==> src/rtl/img_template_match.sv <==
// img_template_match
//   Streaming template matcher. Each valid camera pixel is mapped through a
//   window offset and a power-of-two downscale onto a cell of a loadable
//   template RAM. The matching template value is presented two cycles after
//   the pixel. Over one frame a saturating sum of absolute differences
//   between pixel and template is accumulated. The score and a threshold
//   match flag are reported once the frame ends.
//
// Ports
//   iCLK, iRST_N            clock, synchronous active-low reset
//   iDVAL, iX, iY, iPIX     pixel stream (valid, coordinates, value)
//   iFRAME_START/END        one-cycle frame delimiters
//   iTHRESH                 match threshold, sampled at report time
//   iWR_EN/ADDR/DATA        template write port, address is {ty,tx}
//   oVAL, oVAL_VALID        template value for the pixel and its qualifier
//   oIN_WIN                 the pixel fell inside the template window
//   oSCORE, oSCORE_VALID    last reported SAD and its one-cycle strobe
//   oMATCH                  oSCORE <= iTHRESH at report time
//   oBUSY                   a frame is being accumulated or drained
module img_template_match #(
    parameter int COORD_W    = 13,
    parameter int PIX_W      = 10,
    parameter int TPL_W_LOG2 = 4,
    parameter int TPL_H_LOG2 = 4,
    parameter int SHIFT      = 4,
    parameter int X0         = 0,
    parameter int Y0         = 0,
    parameter int SCORE_W    = 24
) (
    input  logic                             iCLK,
    input  logic                             iRST_N,
    input  logic                             iDVAL,
    input  logic [COORD_W-1:0]               iX,
    input  logic [COORD_W-1:0]               iY,
    input  logic [PIX_W-1:0]                 iPIX,
    input  logic                             iFRAME_START,
    input  logic                             iFRAME_END,
    input  logic [SCORE_W-1:0]               iTHRESH,
    input  logic                             iWR_EN,
    input  logic [TPL_W_LOG2+TPL_H_LOG2-1:0] iWR_ADDR,
    input  logic [PIX_W-1:0]                 iWR_DATA,
    output logic [PIX_W-1:0]                 oVAL,
    output logic                             oVAL_VALID,
    output logic                             oIN_WIN,
    output logic [SCORE_W-1:0]               oSCORE,
    output logic                             oSCORE_VALID,
    output logic                             oMATCH,
    output logic                             oBUSY
);

    localparam int ADDR_W = TPL_W_LOG2 + TPL_H_LOG2;
    localparam int DEPTH  = 1 << ADDR_W;
    localparam int SUM_W  = ((SCORE_W > PIX_W) ? SCORE_W : PIX_W) + 1;

    localparam logic [COORD_W-1:0] X0_C    = COORD_W'(X0);
    localparam logic [COORD_W-1:0] Y0_C    = COORD_W'(Y0);
    localparam logic [COORD_W-1:0] W_CELLS = COORD_W'(1 << TPL_W_LOG2);
    localparam logic [COORD_W-1:0] H_CELLS = COORD_W'(1 << TPL_H_LOG2);
    localparam logic [SUM_W-1:0]   ACC_MAX = SUM_W'({SCORE_W{1'b1}});

    typedef enum logic [1:0] {IDLE, ACCUM, DRAIN, REPORT} state_t;

    state_t state, stateNext;
    logic [1:0] drainCnt;
    logic       accClear;
    logic       tag0;

    // Stage 0: window test and RAM address
    logic [COORD_W-1:0] dx, dy, cellX, cellY;
    logic               inWin0;
    logic [ADDR_W-1:0]  rdAddr;

    always_comb begin
        dx     = iX - X0_C;
        dy     = iY - Y0_C;
        cellX  = dx >> SHIFT;
        cellY  = dy >> SHIFT;
        inWin0 = iDVAL && (iX >= X0_C) && (iY >= Y0_C) &&
                 (cellX < W_CELLS) && (cellY < H_CELLS);
        rdAddr = {cellY[TPL_H_LOG2-1:0], cellX[TPL_W_LOG2-1:0]};
    end

    // Template RAM: no reset so it maps onto block RAM. A read and a write to
    // the same cell on the same edge return the old contents.
    logic [PIX_W-1:0] tplRam [DEPTH];
    logic [PIX_W-1:0] rdData;

    always_ff @(posedge iCLK) begin
        if (iWR_EN) tplRam[iWR_ADDR] <= iWR_DATA;
        rdData <= tplRam[rdAddr];
    end

    // Frame control
    always_comb begin
        stateNext = state;
        accClear  = 1'b0;
        oBUSY     = (state == ACCUM) || (state == DRAIN);
        // Starts are honoured in every state except DRAIN, and a start
        // tags the pixel arriving with it.
        tag0      = (state == ACCUM) || (iFRAME_START && (state != DRAIN));
        case (state)
            IDLE: begin
                if (iFRAME_START) begin
                    stateNext = ACCUM;
                    accClear  = 1'b1;
                end
            end
            ACCUM: begin
                if (iFRAME_START) begin
                    accClear = 1'b1;
                end else if (iFRAME_END) begin
                    stateNext = DRAIN;
                end
            end
            DRAIN: begin
                if (drainCnt == 2'd2) stateNext = REPORT;
            end
            REPORT: begin
                if (iFRAME_START) begin
                    stateNext = ACCUM;
                    accClear  = 1'b1;
                end else begin
                    stateNext = IDLE;
                end
            end
            default: stateNext = IDLE;
        endcase
    end

    always_ff @(posedge iCLK) begin
        if (!iRST_N) begin
            state    <= IDLE;
            drainCnt <= '0;
        end else begin
            state    <= stateNext;
            drainCnt <= (state == DRAIN) ? drainCnt + 2'd1 : '0;
        end
    end

    // Pixel pipeline: stage 1 waits for the RAM, stage 2 selects the value,
    // stage 3 drives the outputs, the SAD update uses stage 3.
    logic             v1, w1, t1, v2, w2, t2, t3;
    logic [PIX_W-1:0] p1, p2, p3, val2;
    logic [SCORE_W-1:0] acc;
    logic [PIX_W-1:0]   absDiff;
    logic [SUM_W-1:0]   sum;

    always_comb begin
        absDiff = (p3 >= oVAL) ? (p3 - oVAL) : (oVAL - p3);
        sum     = SUM_W'(acc) + SUM_W'(absDiff);
    end

    always_ff @(posedge iCLK) begin
        if (!iRST_N) begin
            v1           <= 1'b0;
            w1           <= 1'b0;
            t1           <= 1'b0;
            p1           <= '0;
            v2           <= 1'b0;
            w2           <= 1'b0;
            t2           <= 1'b0;
            p2           <= '0;
            val2         <= '0;
            t3           <= 1'b0;
            p3           <= '0;
            oVAL         <= '0;
            oVAL_VALID   <= 1'b0;
            oIN_WIN      <= 1'b0;
            acc          <= '0;
            oSCORE       <= '0;
            oSCORE_VALID <= 1'b0;
            oMATCH       <= 1'b0;
        end else begin
            v1         <= iDVAL;
            w1         <= inWin0;
            t1         <= tag0 && inWin0;
            p1         <= iPIX;
            v2         <= v1;
            w2         <= w1;
            p2         <= p1;
            val2       <= w1 ? rdData : '0;
            p3         <= p2;
            oVAL       <= val2;
            oVAL_VALID <= v2;
            oIN_WIN    <= w2;
            // A restart drops the tags of pixels still in flight; the pixel
            // arriving with the start keeps its own tag via t1.
            t2 <= accClear ? 1'b0 : t1;
            t3 <= accClear ? 1'b0 : t2;

            if (accClear) begin
                acc <= '0;
            end else if (t3) begin
                acc <= (sum > ACC_MAX) ? ACC_MAX[SCORE_W-1:0] : sum[SCORE_W-1:0];
            end

            oSCORE_VALID <= (state == REPORT);
            if (state == REPORT) begin
                oSCORE <= acc;
                oMATCH <= (acc <= iTHRESH);
            end
        end
    end

endmodule

==> config.mk <==
export PLATFORM = sky130hd
export DESIGN_NAME = img_template_match
export DESIGN_NICKNAME = d
export VERILOG_FILES = /design/src/rtl/img_template_match.sv
export SDC_FILE = /design/constraint.sdc
export NUM_CORES = 2
export LEC_CHECK = 0
export ABC_AREA = 1
export BUFFER_PORTS_ARGS = -buffer_cell sky130_fd_sc_hd__buf_2
export CORE_UTILIZATION = 57
export CTS_CLUSTER_SIZE = 30
export DETAILED_ROUTE_END_ITERATION = 7
export PLACE_DENSITY = 0.82
export SYNTH_ARGS = -nofsm -noshare
export SYNTH_HDL_FRONTEND = slang
export SYNTH_SLANG_ARGS = --single-unit
export TNS_END_PERCENT = 10
==> constraint.sdc <==
create_clock -name iCLK -period 3.05 [get_ports iCLK]
set_input_delay 0.1525 -clock iCLK [delete_from_list [all_inputs] [get_ports iCLK]]
set_output_delay 0.1525 -clock iCLK [all_outputs]
set_load 0.02 [all_outputs]
==> results.cfg <==
[outcome]
outcome = finished, violations left
violations = setup timing

[power]
power_w = 0.0785
powerDensity_mw_per_mm2 = 623
ir_worst_vdd_uv = 698
leakagePower_nw = 46.0

[critical_path]
worstPathArrival_ns = 3.86
rr_worst_depth = 23
reg2reg_setup_slack_ns = -0.05
setup.worst_path.class = reg -> reg
critPathRequiredTime_ns = 3.82
cp-end-kind = flip-flop
critPathMaxFanout = 8
cp-start-kind = flip-flop

[placed_design]
dp.final_hpwl_mm = 179
place_congestion = 0.956
place_area_mm2 = 0.116
port_buffers = 114
place_ws_ns = -0.543

[clock_network]
h-tree-depth = 5
clock_sinks = 2683
clockBufferDepth = 4
cts_buffers = 281
cts_tree = done
path_clk_slew_ns = 0.06
cts_root_buf = clkbuf_16
insertion_delay_ns = 0.92

[logic_synthesis]
synth_top_area_share_pct = 70.2
synth_async_sr_flop_share_pct = 0
synth_fp_nets = 9623
yosysTopAreaCell = edfxtp_1
synthCells = 9478
synth_edf_count = 2560
yosysUniqueCellTypes = 35
ys_seq_elements = 2683
syn_avg_cell_area_um2 = 11.6
ys_seq_area_share_pct = 72.4
synth_area_mm2 = 0.110
yosys_warnings = 0
synth_flop_cell = edfxtp_1
synthTopCellsByArea = edfxtp_1 70%, nand3_1 12%, nand2_1 9.6%

[die]
die-width_um = 440
ioPinCount = 123
core_area_mm2 = 0.191
start_util_pct = 57.5
die_h_um = 440
rows = 160
die_area_mm2 = 0.194

[detailed_routing]
via_per_inst = 6.26
num_vias = 79000
drc = 0
avgRoutedWirePerCell_um = 24.2
wl_mm = 305
drt_iter0_drc = 12400
firstDrtPassIters = 7
final_antenna_net_count = 0

[cells_and_area]
drive_gt1_share_pct = 11.9
final_area_mm2 = 0.126
fin_util_pct = 66.1
area_growth_pct = 15.0
final_nets = 10100

[grt]
grt_pass1_wl_mm = 455
grt_antenna_before_repair = 17
grt_pass1_vias = 76100
grt_max_degree = 123
overflow = 0
grt_usage_pct = 31.1

[sta]
slew_violations = 0
finalSetupViolCount = 15
skew_ns = 0.0414
period_share_pct = 102
setup_tns_ns = -0.444
slew-limit-headroom_pct = 19.5
period_needed_ns = 3.10
tightest_slew_ns = 1.20
hold_viol = 0
fin_ws_ns = -0.0458
max_freq_mhz = 323
rsz0062_at_grt = true

[worst_hold_path]
hp-class = in -> reg
min_path_cells = 7

[job]
maxCapViolations = 0
## path summary, 6_finish.rpt
kind                                         start                   to
worst max register to register  oVAL[7]$_SDFF_PN0_  acc[3]$_SDFFE_PP0P_
worst min-delay path                    iTHRESH[9]  oMATCH$_SDFFE_PN0P_
worst min register to register    p2[3]$_SDFF_PN0_     p3[3]$_SDFF_PN0_
worst max-delay path            oVAL[7]$_SDFF_PN0_  acc[3]$_SDFFE_PP0P_
## report_power, final
group          leakage [nW]  internal (W)  switching, W
logic                  17.8       0.00151       0.00392
registers              24.0        0.0405     0.0000831
clock network          4.18        0.0188        0.0137
## state kept, by name, indices dropped and copies added, names as in the netlist, 10 cells and up
register	flops
acc	24
oSCORE	24
p2	10
tplRam	2560
p1	10
rdData	10
val2	10
p3	10
oVAL	10
## critical path, cell delays in order, from the launching register on
cell     delay (ns)
dfxtp_4        0.34
inv_2          0.04
ha_4           0.27
buf_6          0.11
nand2_4        0.06
nor2_4         0.09
nand4_1        0.16
nor2_2         0.16
nor2_4         0.06
buf_6          0.13
nand2_1        0.07
nand2_2        0.07
fa_2           0.36
a21oi_2        0.21
o21ai_4        0.08
nand2_1        0.08
nand2_2        0.07
nand2_2        0.06
nand2_2        0.06
nand3_2        0.07
nand2_4        0.09
inv_6          0.13
buf_8          0.14
a21oi_2        0.06
## per-stage QoR
stage,instances,hold WS (ns)
2_1_floorplan,9478,0.250
3_3_place_gp,12100,0.344
3_5_place_dp,12100,0.347
4_1_cts,12600,0.00501
5_1_grt,12600,0.112
6_report,12600,0.0626
## metal layers
metal | part of all wire, % | GRT usage [%] | vias up
li1 | - | - | 34200
met1 | 35 | 40.1 | 37700
met2 | 46 | 48.6 | 6075
met3 | 13 | 7.89 | 1083
met4 | 5.9 | 16.3 | 8
met5 | 0.018 | 0 | -
## logic make-up after synthesis
family | share of synthesized area (%)
simple gates | 22.5
compound gates | 0.790
buf+inv | 3.34
fa+ha+maj | 0.717
xor+xnor | 0.240
flops | 72.4
## cell usage after synthesis (2+ instances only)
cell / count
a21o_1: 2
a21oi_1: 72
a31oi_1: 3
buf_1: 69
buf_2: 383
buf_4: 11
clkbuf_1: 156
clkinv_1: 2
dfxtp_1: 123
edfxtp_1: 2560
fa_1: 3
ha_1: 58
inv_1: 211
inv_2: 5
nand2_1: 2794
nand3_1: 2547
nand4_1: 5
nor2_1: 343
nor3_1: 10
nor4_1: 5
o21a_1: 9
o21ai_0: 60
o21ai_1: 2
o21bai_1: 5
o221ai_1: 2
xnor2_1: 6
xor2_1: 24
## repair_timing
action | 4_1_cts | 5_1_grt
cloned | 1 | 0
resized for setup | 96 | 52
hold buffers | 62 | 0
setup buffers | 12 | 4
pin swaps | 39 | 32
setup endpoints to repair | 24 | 25
endpoints found under the hold margin | 1300 | 0
## layout make-up
class	count	area, um^2
clock buffers	341	7430
flip-flops and latches	2683	79400
repair buffers	764	6860
multi-input cells	5958	27200
inverters	218	860
well taps	2511	3140
fillers	12700	64600
repair inverters	1	6.26
clock inverters	134	1120
diodes	9	22.5
## cells in the final DEF (no fill, tap or decap), types with 20 or more instances in the layout
cell type / n
a21oi_1: 48
o21ai_0: 49
buf_12: 87
nor2_1: 333
inv_1: 194
clkinv_1: 58
buf_2: 99
clkbuf_1: 52
nand3_1: 2544
dfxtp_1: 110
dlygate4sd3_1: 62
nand2_2: 20
buf_4: 496
xor2_1: 24
clkinv_2: 43
a21oi_2: 22
ha_1: 39
edfxtp_1: 2560
nand2_1: 2768
clkbuf_16: 289
(Power assumes the default switching activity.)
